<file path="src/rtl/mem_port_arbiter_pkg.sv">
// Shared types and defaults for the IF/MEM unified-memory port arbiter.
package mem_port_arbiter_pkg;

  // Which requester currently owns the memory command.
  typedef enum logic [1:0] {
    ST_IDLE    = 2'd0,
    ST_BUSY_IF = 2'd1,
    ST_BUSY_D  = 2'd2
  } arb_state_e;

  // Consecutive data grants allowed while a fetch is waiting.
  localparam int unsigned DEF_MAX_DATA_RUN = 4;

  // Width of a counter that must hold 0..max_run inclusive.
  function automatic int unsigned run_cnt_width(input int unsigned max_run);
    return (max_run < 1) ? 1 : $clog2(max_run + 1);
  endfunction

endpackage

</file>
<file path="src/rtl/mem_port_arbiter_arb_run_counter.sv">
// Saturating run counter: counts data grants made while a fetch waits.
module arb_run_counter
  import mem_port_arbiter_pkg::*;
#(
  parameter int unsigned W = run_cnt_width(DEF_MAX_DATA_RUN)
) (
  input  logic         clk,
  input  logic         rst_n,
  input  logic         inc,
  input  logic         clr,
  input  logic [W-1:0] sat_val,
  output logic         saturated
);

  logic [W-1:0] cnt_q;
  logic [W-1:0] cnt_d;

  // Next count: clear has priority, increment stops at sat_val.
  always_comb begin
    cnt_d = cnt_q;
    if (clr) begin
      cnt_d = '0;
    end else if (inc && (cnt_q < sat_val)) begin
      cnt_d = cnt_q + W'(1);
    end else begin
      cnt_d = cnt_q;
    end
  end

  // Run count register.
  always_ff @(posedge clk or negedge rst_n) begin
    if (!rst_n) begin
      cnt_q <= '0;
    end else begin
      cnt_q <= cnt_d;
    end
  end

  assign saturated = (cnt_q >= sat_val);

endmodule

</file>
<file path="src/rtl/mem_port_arbiter.sv">
// Arbitrates one single-ported memory between instruction fetch and load/store.
// Data wins by default; after MAX_DATA_RUN data grants with a fetch waiting,
// the fetch is granted once.
module mem_port_arbiter
  import mem_port_arbiter_pkg::*;
#(
  parameter int unsigned ADDR_W       = 32,
  parameter int unsigned DATA_W       = 32,
  parameter int unsigned MAX_DATA_RUN = DEF_MAX_DATA_RUN
) (
  input  logic              clk,
  input  logic              reset,
  input  logic              if_req,
  input  logic [ADDR_W-1:0] if_addr,
  input  logic              if_cancel,
  output logic              if_ack,
  output logic [DATA_W-1:0] if_rdata,
  output logic              if_stall,
  input  logic              d_req,
  input  logic              d_we,
  input  logic [ADDR_W-1:0] d_addr,
  input  logic [DATA_W-1:0] d_wdata,
  output logic              d_ack,
  output logic [DATA_W-1:0] d_rdata,
  output logic              d_stall,
  output logic              mem_req,
  output logic              mem_we,
  output logic [ADDR_W-1:0] mem_addr,
  output logic [DATA_W-1:0] mem_wdata,
  input  logic              mem_rdy,
  input  logic [DATA_W-1:0] mem_rdata,
  output logic              busy
);

  localparam int unsigned     RW      = run_cnt_width(MAX_DATA_RUN);
  localparam logic [RW-1:0]   SAT_VAL = RW'(MAX_DATA_RUN);

  arb_state_e        state_q, state_d;
  logic              drop_q, drop_d;
  logic              mem_we_q, mem_we_d;
  logic [ADDR_W-1:0] mem_addr_q, mem_addr_d;
  logic [DATA_W-1:0] mem_wdata_q, mem_wdata_d;

  logic rdy_s, arb_s, if_done_s, d_done_s;
  logic elig_if_s, elig_d_s, gnt_if_s, gnt_d_s, run_sat_s;

  // Completion and arbitration qualifiers; a requester finishing this cycle is not re-eligible.
  always_comb begin
    rdy_s     = mem_rdy & (state_q != ST_IDLE);
    arb_s     = (state_q == ST_IDLE) | rdy_s;
    if_done_s = rdy_s & (state_q == ST_BUSY_IF);
    d_done_s  = rdy_s & (state_q == ST_BUSY_D);
    elig_if_s = if_req & ~if_cancel & ~if_done_s;
    elig_d_s  = d_req & ~d_done_s;
    gnt_d_s   = arb_s & elig_d_s & ~(elig_if_s & run_sat_s);
    gnt_if_s  = arb_s & elig_if_s & ~gnt_d_s;
  end

  arb_run_counter #(.W(RW)) u_run_cnt (
    .clk       (clk),
    .rst_n     (reset),
    .inc       (gnt_d_s & if_req),
    .clr       (gnt_if_s | ~if_req),
    .sat_val   (SAT_VAL),
    .saturated (run_sat_s)
  );

  // State register.
  always_ff @(posedge clk or negedge reset) begin
    if (!reset) begin
      state_q <= ST_IDLE;
    end else begin
      state_q <= state_d;
    end
  end

  // Next state: move only in arbitration cycles, to the winner or back to idle.
  always_comb begin
    state_d = state_q;
    case (state_q)
      ST_IDLE, ST_BUSY_IF, ST_BUSY_D: begin
        if (!arb_s) begin
          state_d = state_q;
        end else if (gnt_d_s) begin
          state_d = ST_BUSY_D;
        end else if (gnt_if_s) begin
          state_d = ST_BUSY_IF;
        end else begin
          state_d = ST_IDLE;
        end
      end
      default: state_d = ST_IDLE;
    endcase
  end

  // Command capture at grant and cancel-drop tracking for an in-flight fetch.
  always_comb begin
    mem_we_d    = mem_we_q;
    mem_addr_d  = mem_addr_q;
    mem_wdata_d = mem_wdata_q;
    drop_d      = drop_q;
    if (gnt_d_s) begin
      mem_we_d    = d_we;
      mem_addr_d  = d_addr;
      mem_wdata_d = d_wdata;
    end else if (gnt_if_s) begin
      mem_we_d    = 1'b0;
      mem_addr_d  = if_addr;
      mem_wdata_d = '0;
    end else begin
      mem_we_d    = mem_we_q;
    end
    if (arb_s) begin
      drop_d = 1'b0;
    end else if ((state_q == ST_BUSY_IF) && if_cancel) begin
      drop_d = 1'b1;
    end else begin
      drop_d = drop_q;
    end
  end

  // Command and drop registers; a reset abandons any in-flight access.
  always_ff @(posedge clk or negedge reset) begin
    if (!reset) begin
      drop_q      <= 1'b0;
      mem_we_q    <= 1'b0;
      mem_addr_q  <= '0;
      mem_wdata_q <= '0;
    end else begin
      drop_q      <= drop_d;
      mem_we_q    <= mem_we_d;
      mem_addr_q  <= mem_addr_d;
      mem_wdata_q <= mem_wdata_d;
    end
  end

  // Outputs: command from registers, acks and stalls combinational with mem_rdy.
  always_comb begin
    mem_req   = (state_q != ST_IDLE);
    busy      = (state_q != ST_IDLE);
    mem_we    = mem_we_q;
    mem_addr  = mem_addr_q;
    mem_wdata = mem_wdata_q;
    if_ack    = if_done_s & ~drop_q & ~if_cancel;
    d_ack     = d_done_s;
    if_rdata  = mem_rdata;
    d_rdata   = mem_rdata;
    if_stall  = if_req & ~if_ack;
    d_stall   = d_req & ~d_ack;
  end

endmodule

</file>
<file path="config.mk">
export PLATFORM = sky130hd
export DESIGN_NAME = mem_port_arbiter
export DESIGN_NICKNAME = d
export VERILOG_FILES = /design/src/rtl/mem_port_arbiter_pkg.sv /design/src/rtl/mem_port_arbiter_arb_run_counter.sv /design/src/rtl/mem_port_arbiter.sv
export SDC_FILE = /design/constraint.sdc
export NUM_CORES = 1
export LEC_CHECK = 0
export ABC_AREA = 1
export CAP_MARGIN = 5
export CORE_MARGIN = 2
export CORE_UTILIZATION = 40
export DETAILED_ROUTE_END_ITERATION = 16
export PLACE_DENSITY = 0.87
export SETUP_SLACK_MARGIN = 0.1
export SYNTH_ARGS = -nofsm -noshare
export SYNTH_HDL_FRONTEND = slang
export SYNTH_SLANG_ARGS = --single-unit
export TNS_END_PERCENT = 30
</file>
<file path="constraint.sdc">
create_clock -name clk -period 3.7 [get_ports clk]
set_input_delay 1.11 -clock clk [delete_from_list [all_inputs] [get_ports clk]]
set_output_delay 1.11 -clock clk [all_outputs]
set_load 0.01 [all_outputs]
</file>
# Word-level counts from Yosys, hierarchy flattened
# Index checks and enable logic that the tools add are counted.
[totals]
reg_bits = 71
[classes]
reduce_logical = 8
bitwise_logic = 25
addsub = 1
muxes = 14
n_eq_ne = 3
magnitude_cmp = 2
[ops]
columns = ["operator", "count"]
rows = [
  ["$mux W32", 4],
  ["$and A1 B1 Y1", 15],
  ["$not A1 Y1", 8],
  ["$reduce_bool A2 Y1", 4],
  ["$mux W2", 3],
  ["$mux W3", 2],
  ["$mux W1", 5],
  ["$add A3 B1 Y3 const B", 1],
  ["$ge A3 B3 Y1 const B", 1],
  ["$lt A3 B3 Y1 const B", 1],
  ["$reduce_or A3 Y1", 1],
  ["$eq A2 B1 Y1 const B", 1],
  ["$eq A2 B2 Y1 const B", 1],
  ["$logic_and A1 B1 Y1", 2],
  ["$logic_not A2 Y1", 1],
  ["$ne A2 B2 Y1 const B", 1],
  ["$or A1 B1 Y1", 2],
]

# Longest topological paths before layout
# Gate-level depths: netlist of the first run.
[depth]
word_depth = 14
depth_mapped = 9

# Modules after synthesis
# A second synthesis of the first run with hierarchy kept.
[unflattened]
cells_unflattened = 562
hier_area_um2 = 4370.4
[modules_own_cells]
columns = ["module", "cells_per_inst", "area_each_um2", "seq_area_each_um2", "instances"]
rows = [
  ["mem_port_arbiter", 526, 4117.7, 1701.6, 1],
  ["arb_run_counter", 36, 252.7, 75.1, 1],
]

# Worst setup path before layout of the first run
# Ideal clock, no wire load.
[synth_path]
path_type = "input to output"
startpoint = "input mem_rdy"
endpoint = "output if_stall"
arrival_ns = 1.689
path_slack_ns = 0.901
n_path_buf = 0
path_stages = 3
path_cell_list = "nand3_1 -> nor3_1 -> nor2_1"
[synth_between]
elab_chain_cells = 6
[synth_lines]
columns = ["element", "line_no", "text"]
rows = [
  ["from (decl)", "mem_port_arbiter.sv:30", "input logic mem_rdy,"],
  ["$and A1 B1 Y1", "mem_port_arbiter.sv:49", "rdy_s = mem_rdy & (state_q != ST_IDLE);"],
  ["$and A1 B1 Y1", "mem_port_arbiter.sv:51", "if_done_s = rdy_s & (state_q == ST_BUSY_IF);"],
  ["$and A1 B1 Y1 (2 in a row)", "mem_port_arbiter.sv:144", "if_ack = if_done_s & ~drop_q & ~if_cancel;"],
  ["net if_ack", "mem_port_arbiter.sv:16", "output logic if_ack,"],
  ["$not A1 Y1", "mem_port_arbiter.sv:148", "if_stall = if_req & ~if_ack;"],
  ["$and A1 B1 Y1", "mem_port_arbiter.sv:148", ""],
  ["to (decl)", "mem_port_arbiter.sv:18", "output logic if_stall,"],
]
# The timed path passes the listed nets, and every way through them passes these cells.

# Worst setup path in the final report of the first run
[layout_path]
startpoint = "input mem_rdy"
endpoint = "output d_stall"
[layout_between]
elab_chain_cells = 4
[layout_lines]
columns = ["element", "line_no", "text"]
rows = [
  ["$and A1 B1 Y1", "mem_port_arbiter.sv:49", ""],
  ["$and A1 B1 Y1", "mem_port_arbiter.sv:52", "d_done_s = rdy_s & (state_q == ST_BUSY_D);"],
  ["$not A1 Y1", "mem_port_arbiter.sv:149", "d_stall = d_req & ~d_ack;"],
  ["$and A1 B1 Y1", "mem_port_arbiter.sv:149", ""],
  ["to (decl)", "mem_port_arbiter.sv:25", "output logic d_stall,"],
]
# Every way passes these cells.

==> results.txt, run 1 <==
Outcome - complete, no violations
Synth area leaders - dfrtp_1 (42%), nand3_1 (19%), buf_4 (13%), nand2_1 (9.6%), inv_1 (6.8%)
Crit path time final - 3.53 ns
Post-synth top cells - nand3_1 (157), nand2_1 (108), inv_1 (77), buf_4 (72), dfrtp_1 (71)
Pin count of the biggest net entering global routing - 72
Synth Instances - 544
Kind of end point of the critical path - output port
Tightest Pin Transition - 0.895 ns
Die H - 107 µm
Sink Count - 71
WL final - 11.4 mm
GRT overflow - 0
Initial Util - 41.1%
CTS Buf Count - 9
Rel. slew slack - 40.4%
Clk slew on worst S/H paths - 0.08 ns
Clock Latency Late Sink - 0.34 ns
Area share of the leading cell type in the synthesized netlist - 42.1%
Final #Nets - 774
Leak Pwr - 2.91 nW
Max Cap Viol - 0
Ys async rst share - 100%
Max clock buf depth - 2
Sequential-to-total area share from yosys stat - 42.1%
Crit path top cell by count - clkdlybuf4s50_1
Area Overhead vs Synth - 34.9%
Cell taking the most area after synthesis - dfrtp_1
Cell total after placement - 763
Synthesized flop and latch total - 71
Total Neg Setup Slack - 0 ns
Worst path cell trace - clkdlybuf4s50_1 -> nand3_2 -> nand2_2 -> inv_1 -> clkdlybuf4s50_1
Worst Clk Skew - 0.00540 ns
Vias post-DR - 3895
Antenna Cells - 0
Via density - 5.00
First-pass GRT wire length - 18.1 mm
Synth Flop Type - dfrtp_1
Tcrit/Tclk final - 95.3%
Syn avg cell area - 7.76 µm²
Peak Freq - 284 MHz
Startpoint types - primary input
Htree depth - 3
IO Count - 270
Share of cells above drive strength 1 - 7.31%
Setup Crit Path Kind - primary input to output port
GRT Total Usage - 19.9%
Core Box Area - 10300 µm²
YS warnings - 0
Root buf cell - clkbuf_8
Die area - 11400 µm²
RSZ-0062 raised after global routing - no
Worst VDD drop - 0.000263 V
Post-synth EDFFs - 0
Die Wd - 107 µm
Synthesized cell area - 4220 µm²
Via count of the first global-routing pass - 3885
Port buffer count - 173
Critical path fanouts, max - 3
Crit path max-delay cell type - clkdlybuf4s50_1
Cell with the most instances after synthesis - nand3_1
WP data required - 2.59 ns
CTS tree - done
Fillers - 945
# rows - 37
Worst Hold Class - flip-flop to flip-flop
Cell variety after synth - 23
Antenna-violating nets left - 0
CP Data Arrival Time - 2.42 ns
WL/cell - 14.6 µm
CP max stage delay - 0.53 ns
Finished Layout Cells - 779
PD cells - 561 nW/µm²
DP HPWL - 8.14 mm
Fin. Hold Viols - 0
Drt pass-1 iters - 5
Setup-failing EPs final - 0
DRC Markers - 0
Initial drt markers - 252
Initial antenna violation count - 0
Gpl congestion - 0.866
Final Max Tran Viols - 0
Net Count, Synth - 680
## final timing paths
kind / cells past startpoint / start / slack (ns) / end
max: 5 / mem_rdy / 0.17 / d_stall
min: 2 / mem_wdata[18] / 0.50 / mem_wdata[18]
max reg2reg: 8 / state_q[0] / 1.44 / mem_addr[19]
min reg2reg: 2 / mem_wdata[18] / 0.50 / mem_wdata[18]
max in group asynchronous: 1 / reset / 2.23 / mem_addr[6]
min in group asynchronous: 1 / reset / 0.89 / mem_wdata[24]
## kinds of logic (layout without fill, tap and decap cells)
| logic type | Yosys count | in the layout | synth area share, % |
|---|---|---|---|
| buffers and inverters | 178 | 277 | 24.2 |
| AOI/OAI and AO/OA | 4 | 4 | 0.474 |
| and+or+nand+nor | 290 | 290 | 32.9 |
| DFF | 71 | 71 | 42.1 |
| adders and majority gates | 1 | 1 | 0.296 |
## repair_timing
action                                  in CTS  in global routing
setup buffers                                0                  0
endpoints found under the setup margin       2                  1
resized for setup                            1                  2
pin swaps                                    0                  1
hold buffers                                 0                  0
## through the flow
stage               util (%)  power [mW]  area (µm²)  setup slack (ns)  hold WS [ns]
finish                  55.4        3.19        5700             0.175         0.501
global route            55.4        3.39        5700             0.129         0.523
CTS                     55.4        3.22        5690            0.0739         0.502
detailed placement      53.3        2.57        5480           0.00603         0.487
global placement        53.3        2.53        5480            0.0806         0.482
floorplan                  -        1.88        4220             0.901         0.495
## state kept, by name (all words and copies together), names as in the netlist
name and flops:
state_q 2, mem_we 1, u_run_cnt.cnt_q 3, mem_addr 32, mem_wdata 32, drop_q 1
## per-layer routing
layer	part of all wire, %	GRT usage [%]
met2	51	34.5
met4	2.0	9.09
met3	8.0	5.47
met5	0	0
met1	39	22.7
## final cells by class
class / count / area [µm²] / area share [%]
repair buffers: 182 / 1810 / 31.8
flip-flops and latches: 71 / 1780 / 31.2
multi-input cells: 295 / 1430 / 25.1
inverters: 79 / 299 / 5.25
well taps: 136 / 170 / 2.99
clock buffers: 11 / 151 / 2.66
clock inverters: 5 / 56.3 / 0.988
## cells in the final DEF (no fill, tap or decap), drive strengths merged, types with 3 or more instances in the layout
cell / instances
clkbuf: 11
a21oi: 3
nand2: 111
inv: 79
clkinv: 3
buf: 10
dfrtp: 71
clkdlybuf4s50: 170
nand3: 169
nor2: 8
## where the power goes
part / switching (mW) / internal [mW]
clock network: 0.295 / 0.347
logic: 0.648 / 0.717
registers: 0.161 / 1.03
total: 1.10 / 2.09
## worst max-delay path, delay by kind of cell
family,cells,cell delay [ns]
buffers and inverters,3,1.05
AND/OR/NAND/NOR,2,0.26
Note: power is estimated with default switching activity, not from simulation.
==> run 2, diff against run 1 <==
--- a/config.mk
+++ b/config.mk
@@ -6,8 +6,8 @@
 export NUM_CORES = 1
 export LEC_CHECK = 0
 export ABC_AREA = 1
+export ABC_CLOCK_PERIOD_IN_PS = 3700
 export CAP_MARGIN = 5
-export CORE_MARGIN = 2
 export CORE_UTILIZATION = 40
 export DETAILED_ROUTE_END_ITERATION = 16
 export PLACE_DENSITY = 0.87
==> run 2 against run 1 <==
Hold slack improved by 0.0021 ns. Cell area fell by 0.20%. First-iteration DRC count down 22%. Fmax decreased by 1.5%. Clock power is 4.5% lower. Combinational power about the same. Critical path depth is the same. Cell count unchanged. Utilization is 0.11 points lower.
==> results.txt, run 2 (synthesized netlist as in run 1, its figures left out) <==
Outcome - complete, no violations
First-pass GRT wire length - 17.5 mm (-2.9%)
Fillers - 937 (-0.85%)
GRT Total Usage - 19.7% (-0.13 points)
Htree depth - 3 (unchanged)
Grt met1 use - 22.5% (-0.24 points)
CP Data Arrival Time - 2.47 ns (+0.05 ns)
Finished Layout Cells - 779 (unchanged)
Tcrit/Tclk final - 96.7% (+1.4 points)
Crit path time final - 3.58 ns (+0.0528 ns)
Critical path fanouts, max - 2 (-1)
Delay-heaviest family, CP - buffers and inverters
Startpoint types - primary input
Tightest Pin Transition - 0.881 ns (-0.0137 ns)
IO Count - 270 (unchanged)
Clk slew on worst S/H paths - 0.07 ns (about the same)
Total Neg Setup Slack - 0 ns (unchanged)
CP max stage delay - 0.48 ns (-0.05 ns)
Share of cells above drive strength 1 - 7.15% (-0.16 points)
Antenna-violating nets left - 0 (unchanged)
Port buffer count - 173 (unchanged)
Reg area - 1780 µm² (unchanged)
Final Util - 55.3% (-0.11 points)
Die H - 105 µm (-1.9%)
Reg2Reg Depth - 9 (+1)
Kind of end point of the critical path - output port
Most frequent cells in the layout - clkdlybuf4s50_1 (171), nand3_1 (156), nand2_1 (108)
Initial Util - 41.1% (unchanged)
# rows - 37 (unchanged)
Sink Count - 71 (unchanged)
Hold Path Sink - mem_wdata[17]
Commonest non-fill, non-tap cell in the layout - clkdlybuf4s50_1
CTS tree - done
Setup Crit Path Kind - primary input to output port
Cell total after placement - 763 (unchanged)
DP HPWL - 7.74 mm (-4.9%)
Instance area after placement - 5480 µm² (unchanged)
Final #Nets - 774 (unchanged)
Gpl congestion - 0.901 (+4.0%)
Die Wd - 105 µm (-1.9%)
Vias post-DR - 3853 (-1.1%)
Initial drt markers - 196 (-22%)
WL/cell - 14.0 µm (-4.5%)
Root buf cell - clkbuf_8
Clock Latency Late Sink - 0.33 ns (about the same)
Reg-to-reg startpoint - state_q[0]
Initial antenna violation count - 0 (unchanged)
Via density - 4.95 (-1.1%)
Hold Buf Count CTS - 0 (unchanged)
Fin area - 5690 µm² (-0.20%)
Worst VDD drop - 0.000263 V (about the same)
Via count of the first global-routing pass - 3856 (-0.75%)
Worst Hold Class - flip-flop to flip-flop
Crit path top cell by count - clkdlybuf4s50_1
Core Box Area - 10300 µm² (unchanged)
CTS Buf Count - 9 (unchanged)
Pwr Total - 3.15 mW (-1.4%)
Worst Clk Skew - 0.0108 ns (+0.00542 ns)
Final Worst Setup Slack - 0.122 ns (-0.0528 ns)
Grt peak-use layer - met2
Reg2reg end - mem_addr[14]
DRC Markers - 0 (unchanged)
Peak Freq - 279 MHz (-1.5%)
WHS - 0.503 ns (+0.00210 ns)
Max Cap Viol - 0 (unchanged)
Max clock buf depth - 2 (unchanged)
PD cells - 554 nW/µm² (-1.2%)
Crit path max-delay cell type - clkdlybuf4s50_1
Pin count of the biggest net entering global routing - 72 (unchanged)
FF-to-FF setup slack - 1.78 ns (+0.34 ns)
Rel. slew slack - 41.3% (+0.91 points)
Place WS - 0.0117 ns (+0.00569 ns)
Drt pass-1 iters - 4 (-1)
RSZ-0062 raised after global routing - yes
WP data required - 2.59 ns (about the same)
Met3 usage - 5.36% (-0.11 points)
Area Overhead vs Synth - 34.7%
Setup-failing EPs final - 0 (unchanged)
Worst path bufs/invs - 2 (-1)
Antenna Cells - 0 (unchanged)
GR met2 Demand/Resource - 34.4% (-0.14 points)
Die area - 11000 µm² (-3.7%)
Leak Pwr - 2.90 nW (-0.15%)
Post-CTS Setup Inserts - 0 (unchanged)
Final Max Tran Viols - 0 (unchanged)
Hold path depth - 2 (unchanged)
WL final - 10.9 mm (-4.5%)
GRT overflow - 0 (unchanged)
Multi-input logic area - 1430 µm² (unchanged)
Fin. Hold Viols - 0 (unchanged)
Worst path cell trace - clkdlybuf4s50_1 -> nand3_1 -> nor3_2 -> nor2_1 -> clkdlybuf4s50_1
Hold Crit Start - mem_wdata[17]
run 2: cell count changes in the layout (fill, tap and decap cells not counted):
cell             previous run  this run
clkbuf_8                   11         9
inv_6                       0         2
clkbuf_1                    0         1
clkdlybuf4s50_1           170       171
clkinv_2                    2         1
clkinv_4                    1         0
clkinvlp_4                  1         2
dlygate4sd2_1               1         0
run 2: per-layer routing:
layer  wire (µm)  up-vias
li1            -     1827
met1        4280     1784
met2        5440      204
met3         844       38
met4         299        0
met5           0        -
run 2: repair_timing:
action                     CTS  global route
resized for setup            1             1
setup endpoints to repair    2             2
pin swaps                    0             0
run 2: cell type report:
class	count	area share, %
inverter	79	5.26
tap	136	2.99
clock inverter	6	1.19
timing repair buffer	182	31.9
clock buffer	10	2.24
multi-input combinational	295	25.2
sequential	71	31.2
run 2: how the worst max path moves through the flow:
stage               endpoint     from  depth (start not counted)  slack (ns)
floorplan           if_stall  mem_rdy                          3        0.90
global route        if_stall  mem_rdy                          5        0.06
finish              if_stall  mem_rdy                          5        0.12
detailed placement    if_ack  mem_rdy                          4        0.01
global placement      if_ack  mem_rdy                          4        0.15
CTS                   if_ack  mem_rdy                          4        0.10
run 2: worst min-delay path: cells and delay by family (launching register included):
family	cells	cell delay (ns)
simple gates	2	0.13
flops	1	0.34
run 2: power by group:
part	leakage, nW	switching (mW)	total, mW	internal (mW)
Sequential	0.884	0.162	1.19	1.03
Combinational	1.92	0.634	1.35	0.715
Clock	0.0933	0.297	0.613	0.315
==> edit: new RTL, flow settings as in run 1 <==
Make the reset (`reset` and `rst_n`) synchronous in 3 clocked blocks.
--- a/src/rtl/mem_port_arbiter_arb_run_counter.sv
+++ b/src/rtl/mem_port_arbiter_arb_run_counter.sv
@@ -29,5 +29,5 @@
 
   // Run count register.
-  always_ff @(posedge clk or negedge rst_n) begin
+  always_ff @(posedge clk) begin
     if (!rst_n) begin
       cnt_q <= '0;
--- a/src/rtl/mem_port_arbiter.sv
+++ b/src/rtl/mem_port_arbiter.sv
@@ -67,5 +67,5 @@
 
   // State register.
-  always_ff @(posedge clk or negedge reset) begin
+  always_ff @(posedge clk) begin
     if (!reset) begin
       state_q <= ST_IDLE;
@@ -121,5 +121,5 @@
 
   // Command and drop registers; a reset abandons any in-flight access.
-  always_ff @(posedge clk or negedge reset) begin
+  always_ff @(posedge clk) begin
     if (!reset) begin
       drop_q      <= 1'b0;
Behaviour: differs if reset is asserted again (counterexample within 4 cycles, from zero or initial values and one cycle with reset low); with reset held inactive, the same outputs for 4 cycles.
==> edit against run 1 <==
Core utilization is 1.8 points higher; synthesized cell count is 0.74% higher; worst hold slack worse by 0.017 ns; clock skew is 0.011 ns higher; final cell count is 1.2% lower; worst setup slack worse by 0.060 ns; first-iteration DRC count is 50% lower; routed wire length hardly changed; area after synthesis is 9.1% lower; cell area is 6.8% lower; sequential share of layout area is 4.4 points lower; sequential cell count stayed put; highest routed layer unchanged.
Power is not compared: it rests on default switching activity, and its combinational part moved more than twofold at a synthesized area within 25%.
==> edit: results (changes against run 1) <==
Status: finished, final reports clean (unchanged)
Slowest CP cell: clkdlybuf4s50_1 (unchanged)
Synth cell count leaders: 101 x nand3_1, 74 x buf_4, 71 x dfxtp_1 (was 157 x nand3_1, 108 x nand2_1, 77 x inv_1)
Root Buffer: clkbuf_8 (unchanged)
Global placer's final weighted congestion: 0.8254 (was 0.8660)
Async SR Flop Fraction: 0% (was 100.0%)
Met2 Use GR: 39.17% (was 34.53%)
DR WL met3: 924 um (was 913 um)
DR iter-0 viols: 125 (was 252)
Quantity of I/O buffers inserted on ports: 173 (unchanged)
Pre-antenna DRT Iters: 5 (unchanged)
Post-Synth Adder-Cell Area: 0.3261% (was 0.2964%)
Met3 Use GR: 5.951% (was 5.471%)
GRT Total Usage: 21.53% (was 19.88%)
CTS H-Tree Depth: 3 (unchanged)
DPL Wire Length: 8196 um (was 8140 um)
Multiplexer area fraction after synthesis: 0% (unchanged)
Clock Latency Late Sink: 0.34 ns (about the same)
CTS clk-pin slew, worst paths: 0.06 ns (was 0.08 ns)
Vias per cell: 4.964 (was 5.000)
Synth top area cells: dfxtp_1 37%, buf_4 14%, nand3_1 13%, a21oi_1 8.9%, nor2_1 6.8% (was dfrtp_1 42%, nand3_1 19%, buf_4 13%, nand2_1 9.6%, inv_1 6.8%)
Met2 Wirelength: 5868 um (was 5763 um)
Leakage: 2.190 nW
VDD IR max: 0.0002076 V
DRC: 0 (unchanged)
Critical path's top delay family: buffers and inverters (unchanged)
Final WL: 11380 um (about the same)
Cell area after placement: 5114 sq um (was 5483 sq um)
Largest net degree at the start of global routing: 71 (was 72)
Net Count, Synth: 684 (was 680)
Number of CTS-inserted buffers: 9 (unchanged)
Nets: 772 (was 774)
Unique masters post-synth: 20 (was 23)
Compound-Gate Fraction of Synth Area: 13.47% (was 0.4742%)
First-pass GRT wire length: 17970 um (was 18070 um)
Post-synthesis xor/xnor area fraction: 0% (unchanged)
Clk buf depth: 2 (unchanged)
Inserted Diodes: 0 (unchanged)
Uppermost routed layer: met4 (unchanged)
Yosys warnings: 0 (unchanged)
Critical Path Fanout Max: 2 (was 3)
Met1 Wirelength: 4348 um (was 4468 um)
Synth Flop Type: dfxtp_1 (was dfrtp_1)
Post-CTS Setup Repair Bufs: 0 (unchanged)
Clock Skews: 0.01603 ns (was 0.005395 ns)
Worst-margin pin slew: 1.003 ns (was 0.8946 ns)
Layout cell share with drive strength beyond 1: 6.084% (was 7.309%)
Vias in the first global route: 3794 (was 3885)
Post-synthesis sequential area ratio: 37.04% (was 42.09%)
Hold Path Class: reg2reg (unchanged)
Worst slack at placement: 0.02301 ns (was 0.006033 ns)
Largest family of logic cells by synthesized area: simple AND/OR/NAND/NOR gates (unchanged)
CP max stage delay: 0.57 ns (was 0.53 ns)
Grt met1 use: 24.23% (was 22.70%)
CP arrival: 2.47 ns (was 2.42 ns)
Antenna violations before repair: 0 (unchanged)
## edit: cell count changes in the layout (fill, tap and decap cells not counted), sizes merged, moves of 33 or more
| cell | delta |
|---|---|
| dfrtp | -71 |
| inv | -36 |
| dfxtp | +71 |
| nand2 | -66 |
| o21ai | +33 |
| a21oi | +65 |
| nand3 | -64 |
| nor2 | +65 |
## edit: path summary, 6_finish.rpt
| check | endpoint | from | slack, ns | depth (start not counted) |
|---|---|---|---|---|
| max reg2reg | mem_addr[24] | state_q[0] | 1.90 | 9 |
| max | if_ack | mem_rdy | 0.12 | 4 |
| min | mem_wdata[29] | mem_wdata[29] | 0.48 | 2 |
| min reg2reg | mem_wdata[29] | mem_wdata[29] | 0.48 | 2 |
## edit: final cells by class
cell class	instances	area, sq um
Fill cell	862	3974
Clock inverter	6	61.31
Sequential cell	71	1421
Clock buffer	10	127.6
Tap cell	129	161.4
Multi-Input combinational cell	329	1575
Timing Repair Buffer	182	1802
Inverter	43	161.4
## edit: metrics by stage
step                power (mW)  cells
floorplan                1.206    548
global placement         1.409    754
detailed placement       1.422    754
CTS                      2.033    770
global route             2.122    770
finish                   2.012    770
## edit: tightest hold or removal path, delay by kind of cell, from the launching register on
family,cells,cell delay [ns]
simple gates,1,0.07
compound gates,1,0.06
flops,1,0.31
## edit: report_power, final
part	switching, mW	leakage, nW	internal, mW
registers	0.0372	0.586	0.830
clock network	0.296	0.0960	0.309
logic	0.252	1.51	0.287
## edit: what timing repair did
| action | in CTS | in global routing |
|---|---|---|
| pin swaps | 0 | 0 |
| resized for setup | 1 | 1 |
| setup endpoints to repair | 3 | 3 |
